$ cat config.mk
export PLATFORM = sky130hd
export DESIGN_NAME = cmd_ram
export DESIGN_NICKNAME = d
export VERILOG_FILES = /design/src/rtl/cmd_ram_pkg.sv /design/src/rtl/cmd_ram_mem.sv /design/src/rtl/cmd_ram.sv
export SDC_FILE = /design/constraint.sdc
export NUM_CORES = 2
export LEC_CHECK = 0
export BUFFER_PORTS_ARGS = -buffer_cell sky130_fd_sc_hd__buf_2
export CAP_MARGIN = 10
export CORE_MARGIN = 4
export CORE_UTILIZATION = 55
export DETAILED_ROUTE_END_ITERATION = 6
export GPL_ROUTABILITY_DRIVEN = 0
export MAX_ROUTING_LAYER = met4
export PLACE_DENSITY = 0.68
export SYNTH_ARGS = -nofsm -noshare
export SYNTH_HDL_FRONTEND = slang
export SYNTH_SLANG_ARGS = --single-unit
$ cat constraint.sdc
create_clock -name clk -period 3 [get_ports clk]
set_input_delay 0.3 -clock clk [delete_from_list [all_inputs] [get_ports clk]]
set_output_delay 0.3 -clock clk [all_outputs]
set_load 0.005 [all_outputs]
$ cat src/rtl/cmd_ram_pkg.sv
// Shared command encoding and address helpers for the command-decoded RAM.
package cmd_ram_pkg;

  typedef enum logic [1:0] {
    CMD_WR_ADDR = 2'b00,
    CMD_WR_DATA = 2'b01,
    CMD_RD_ADDR = 2'b10,
    CMD_RD_DATA = 2'b11
  } cmd_e;

  localparam int ADDR_MAX_W = 32;

  // Increment wrapping at 2**addr_w; callers truncate back to their own width.
  function automatic logic [ADDR_MAX_W-1:0] addr_next(input logic [ADDR_MAX_W-1:0] addr,
                                                       input int unsigned addr_w);
    logic [ADDR_MAX_W-1:0] mask;
    if (addr_w >= ADDR_MAX_W) mask = '1;
    else mask = (ADDR_MAX_W'(1) << addr_w) - ADDR_MAX_W'(1);
    return (addr + ADDR_MAX_W'(1)) & mask;
  endfunction

endpackage

$ cat src/rtl/cmd_ram_mem.sv
// Storage array: synchronous write, registered read, no reset.
module cmd_ram_mem #(
  parameter int DATA_W = 8,
  parameter int ADDR_W = 8
) (
  input  logic              clk,
  input  logic              we,
  input  logic [ADDR_W-1:0] waddr,
  input  logic [DATA_W-1:0] wdata,
  input  logic              re,
  input  logic [ADDR_W-1:0] raddr,
  output logic [DATA_W-1:0] rdata
);

  logic [DATA_W-1:0] mem [2**ADDR_W];

  always_ff @(posedge clk) begin
    if (we) mem[waddr] <= wdata;
    if (re) rdata <= mem[raddr];
  end

endmodule

$ cat src/rtl/cmd_ram.sv
// Command-decoded single-port RAM: opcode decode, address registers, error
// detection, read pipeline and tx_valid/tx_ready output handshake.
module cmd_ram
  import cmd_ram_pkg::*;
#(
  parameter int DATA_W   = 8,
  parameter int ADDR_W   = 8,
  parameter int READ_LAT = 1,
  parameter int AUTO_INC = 1
) (
  input  logic              clk,
  input  logic              rst_n,
  input  logic [DATA_W+1:0] din,
  input  logic              rx_valid,
  input  logic              tx_ready,
  output logic [DATA_W-1:0] dout,
  output logic              tx_valid,
  output logic              cmd_err
);

  cmd_e              op;
  logic [DATA_W-1:0] payload;
  logic              addr_bad;

  logic [ADDR_W-1:0] wr_addr, rd_addr;
  logic              wr_addr_set, rd_addr_set;

  logic              wr_addr_ok, wr_data_ok, rd_addr_ok, rd_data_ok, cmd_bad;
  logic              v1, v2, shift, complete, rd_room;
  logic [DATA_W-1:0] rdata, s2, pipe_data;

  assign op       = cmd_e'(din[DATA_W+1:DATA_W]);
  assign payload  = din[DATA_W-1:0];
  assign addr_bad = (payload >> ADDR_W) != '0;

  // A finished read stalls in the pipeline while the presented word is unaccepted.
  assign complete  = ((READ_LAT == 2) ? v2 : v1) & ~(tx_valid & ~tx_ready);
  assign shift     = v1 & (~v2 | complete);
  assign pipe_data = (READ_LAT == 2) ? s2 : rdata;

  // With one stage, a read retiring on this edge frees its slot for streaming.
  assign rd_room = (READ_LAT == 2) ? (~v1 & ~v2) : (~v1 | complete);

  always_comb begin
    wr_addr_ok = rx_valid & (op == CMD_WR_ADDR) & ~addr_bad;
    wr_data_ok = rx_valid & (op == CMD_WR_DATA) & wr_addr_set;
    rd_addr_ok = rx_valid & (op == CMD_RD_ADDR) & ~addr_bad;
    rd_data_ok = rx_valid & (op == CMD_RD_DATA) & rd_addr_set & rd_room &
                 (~tx_valid | tx_ready);
    cmd_bad    = rx_valid & ~(wr_addr_ok | wr_data_ok | rd_addr_ok | rd_data_ok);
  end

  cmd_ram_mem #(
    .DATA_W(DATA_W),
    .ADDR_W(ADDR_W)
  ) u_mem (
    .clk  (clk),
    .we   (wr_data_ok),
    .waddr(wr_addr),
    .wdata(payload),
    .re   (rd_data_ok),
    .raddr(rd_addr),
    .rdata(rdata)
  );

  always_ff @(posedge clk or negedge rst_n) begin
    if (!rst_n) begin
      wr_addr     <= '0;
      rd_addr     <= '0;
      wr_addr_set <= 1'b0;
      rd_addr_set <= 1'b0;
      cmd_err     <= 1'b0;
      v1          <= 1'b0;
      v2          <= 1'b0;
      s2          <= '0;
      dout        <= '0;
      tx_valid    <= 1'b0;
    end else begin
      cmd_err <= cmd_bad;

      if (wr_addr_ok) begin
        wr_addr     <= payload[ADDR_W-1:0];
        wr_addr_set <= 1'b1;
      end else if (wr_data_ok && AUTO_INC != 0) begin
        wr_addr <= ADDR_W'(addr_next(ADDR_MAX_W'(wr_addr), ADDR_W));
      end

      if (rd_addr_ok) begin
        rd_addr     <= payload[ADDR_W-1:0];
        rd_addr_set <= 1'b1;
      end else if (rd_data_ok && AUTO_INC != 0) begin
        rd_addr <= ADDR_W'(addr_next(ADDR_MAX_W'(rd_addr), ADDR_W));
      end

      if (READ_LAT == 2) begin
        if (shift) s2 <= rdata;
        v2 <= shift | (v2 & ~complete);
        v1 <= rd_data_ok | (v1 & ~shift);
      end else begin
        v2 <= 1'b0;
        v1 <= rd_data_ok | (v1 & ~complete);
      end

      if (complete) begin
        dout     <= pipe_data;
        tx_valid <= 1'b1;
      end else if (tx_ready) begin
        tx_valid <= 1'b0;
      end
    end
  end

endmodule

==> summary.md <==
| Metric | Value |
|---|---|
| Status | `finished, violations left` |
| Failing checks | `setup timing` |
| Via count | `around 45000` |
| Critical Path Sink Type | `register` |
| Deepest clock path buffer count | `3` |
| Avg Cell Area, Syn | `20.4 sq um` |
| Slew margin rel. | `0.257` |
| Post-synthesis sequential area ratio | `0.758` |
| Async set or reset register ratio after synthesis | `0.0139` |
| Grt ovf | `0` |
| Share of cells above drive strength 1 | `0.335` |
| Final WS setup | `-0.174 ns` |
| WP data required | `3.57 ns` |
| Worst Clk Skew | `0.0411 ns` |
| Seq cells post-synth | `2085` |
| Final setup viols | `8` |
| Gate Count Post-Synth | `~4000` |
| Vias per Instance | `about 6.5` |
| Setup crit end | `u_mem.rdata[0]` |
| Post-route ant nets | `0` |
| Fin crit period | `around 3.2 ns` |
| CTS clk-pin slew, worst paths | `0.06 ns` |
| Peak VDD IR | `approximately 0.51 mV` |
| Nets | `4793` |
| Filler cells | `9648` |
| Power Density | `744 nW/um^2` |
| Initial Util | `0.555` |
| Most numerous cell on the critical path | `buf_12` |
| H-tree depth | `4` |
| Top FF cell, synth | `edfxtp_1` |
| Dpl hpwl | `143000 microns` |
| Die span in x | `395 microns` |
| Num rows | `~140` |
| Synth cell types | `75` |
| Worst Tran Pin Value | `roughly 1.1 ns` |
| DR DRC count | `0` |
| Crit path cell chain | `buf_12, buf_12, buf_12, buf_6, buf_12, mux4_2, mux2i_1, buf_4, o211ai_1, nor4_4, or3_1, o31ai_1` |
| Post-Syn Area | `82400 sq um` |
| FF-to-FF End | `u_mem.rdata[0]` |
| Kind of critical path | `reg2reg` |
| Synth top area cells | `edfxtp_1, mux4_2, mux4_1` |
| Aggregate global-route resource usage | `0.295` |
| Placed insts | `around 6500` |
| Highest cell delay on the worst timing path | `0.49 ns` |
| Yosys top cell area share | `0.749` |
| CP startpoint kind | `register` |
| Maxcap violations | `0` |
| TritonCTS clock tree | `yes` |
| WL/cell | `32.2 microns` |
| Crit path max-delay family | `buffers and inverters` |
| CP Buf/Inv Count | `6` |
| Hold Crit Class | `in2reg` |
| Worst R2R Path Depth | `12` |
| Final Slew Violations | `0` |
| Crit share post-route | `1.06` |
| Port Buffers | `23` |
| Hold Slack | `~0.037 ns` |
| Die extent in y | `395 microns` |
| Crit path launch | `rd_addr[0]` |
| Largest net degree at the start of global routing | `126` |
| CP Data Arrival Time | `3.75 ns` |
| CTS buffer count | `205` |
| Boundary Pins | `24` |
| Area growth syn-to-layout | `18.2%` |
| Post-synth top area cell | `edfxtp_1` |
| Root buf cell | `clkbuf_16` |
| Total Wirelength | `224000 microns` |
| Slowest-stage cell, CP | `dfrtp_4` |
| Max Clock Freq | `315 MHz` |
| Initial antenna violation count | `6` |
| LEAKAGE | `31.9 nW` |
| Core ar. | `148000 sq um` |
| Vias in the first global route | `44100` |
| Crit path max fanout | `7` |
| Final hold violations | `0` |
| Clk_lat worst skew | `approximately 0.84 ns` |
| Pre-antenna DRT Iters | `6` |
| Critical path depth | `12` |
| Ys Warns | `0` |
| Reg2reg start | `rd_addr[0]` |
| Iteration-0 DRC Markers | `6556` |
| RSZ-0062 raised after global routing | `yes` |
| Post-Layout Cell Count | `6952` |
| Syn nets | `4057` |
| First-pass GRT wire length | `322000 microns` |
| Number of synthesized flops with an enable pin | `2056` |
| Synth top cells by count | `edfxtp_1, mux4_2, nor2_1` |
| Flop-to-flop setup slack | `-0.17 ns` |
| Cell with the most instances after synthesis | `edfxtp_1` |
| TritonCTS sink count | `2085` |
| Die area | `156000 sq um` |
## layer usage
| layer | global-route usage | wire (microns) | vias up |
|---|---|---|---|
| li1 | - | - | 18300 |
| met5 | - | 0 | - |
| met2 | 0.434 | 104000 | 2831 |
| met4 | 0.101 | 8480 | 0 |
| met3 | 0.0566 | 24400 | 453 |
| met1 | 0.420 | 86400 | 23500 |
## cell families after synthesis
kind of cell             synth area share
XOR/XNOR                         0.000213
AND/OR/NAND/NOR                    0.0304
adder cells (fa/ha/maj)          0.000759
flip-flops                          0.758
AO/OA/AOI/OAI                      0.0394
buffers and inverters              0.0244
multiplexers                        0.147
## per-stage QoR
stage	cell area [sq um]	util	setup slack, ns	total power, mW	TNS (ns)
finish	97400	0.656	-0.174	72.4	-0.703
global placement	89200	0.601	-0.876	46.5	-3.26
CTS	96700	0.651	-0.0949	72.0	-0.446
global route	97400	0.656	-0.213	74.6	-0.746
floorplan	82400	-	0.437	40.8	0
detailed placement	89200	0.601	-0.889	46.6	-3.35
## power by group
group          leakage [nW]  internal [mW]  switching [mW]  total (mW)
sequential             18.8           32.2           0.222        32.4
combinational          9.93           6.73            8.43        15.2
clock                  3.16           14.1            10.8        24.9
total                  31.9           53.0            19.4        72.4
## area by class of cell
cell class | instances | area, sq um | area share
multi-input cells | 1693 | 18800 | 0.193
flip-flops and latches | 2085 | 62500 | 0.642
inverters | 7 | 27.5 | 0.000283
diodes | 2 | 5.00 | 0.0000514
clock buffers | 267 | 5460 | 0.0560
clock inverters | 114 | 1040 | 0.0107
well taps | 2002 | 2500 | 0.0257
repair buffers | 782 | 7100 | 0.0729
## worst register-to-register path: cells and delay by family (launching register included)
| kind | cells | cell delay, ns |
|---|---|---|
| muxes | 2 | 0.65 |
| DFF | 1 | 0.49 |
| and+or+nand+nor | 2 | 0.54 |
| buffers and inverters | 6 | 0.88 |
| AOI/OAI and AO/OA | 2 | 0.33 |
## state kept, by name, indices dropped and copies added (netlist names)
name	count
tx_valid	1
rd_addr	8
wr_addr_set	1
v1	1
rd_addr_set	1
cmd_err	1
u_mem.mem	2048
dout	8
u_mem.rdata	8
wr_addr	8
## timing repair
item                                    4_1_cts  5_1_grt
endpoints found under the setup margin        8        8
cloned                                        5        5
hold buffers                                  8        0
endpoints found under the hold margin       117        0
gates resized for setup                     118      100
buffers inserted                             13       30
pin swaps                                    30       41
## worst min path at each step
stage,cells past startpoint,start,endpoint,slack [ns]
CTS,1,din[5],u_mem.mem[190][5],0.005
global placement,1,rst_n,cmd_err,0.45
detailed placement,1,rst_n,cmd_err,0.45
floorplan,0,rst_n,cmd_err,0.004
finish,1,din[5],u_mem.mem[190][5],0.04
global route,1,din[5],u_mem.mem[190][5],0.05
## cells in the final DEF (no fill, tap or decap), types with 43 or more instances in the layout
cell type	netlist	routed
buf_12	8	62
clkinv_1	2	43
nand2_1	80	79
clkbuf_1	88	55
a22oi_1	93	69
o21ai_0	68	58
mux2_2	87	87
mux4_2	333	337
clkbuf_16	0	212
edfxtp_1	2056	2056
mux4_1	75	71
a21oi_1	85	56
buf_4	17	653
mux2i_1	162	157
nor2_1	304	301
Note: power is estimated with default switching activity, not from simulation.
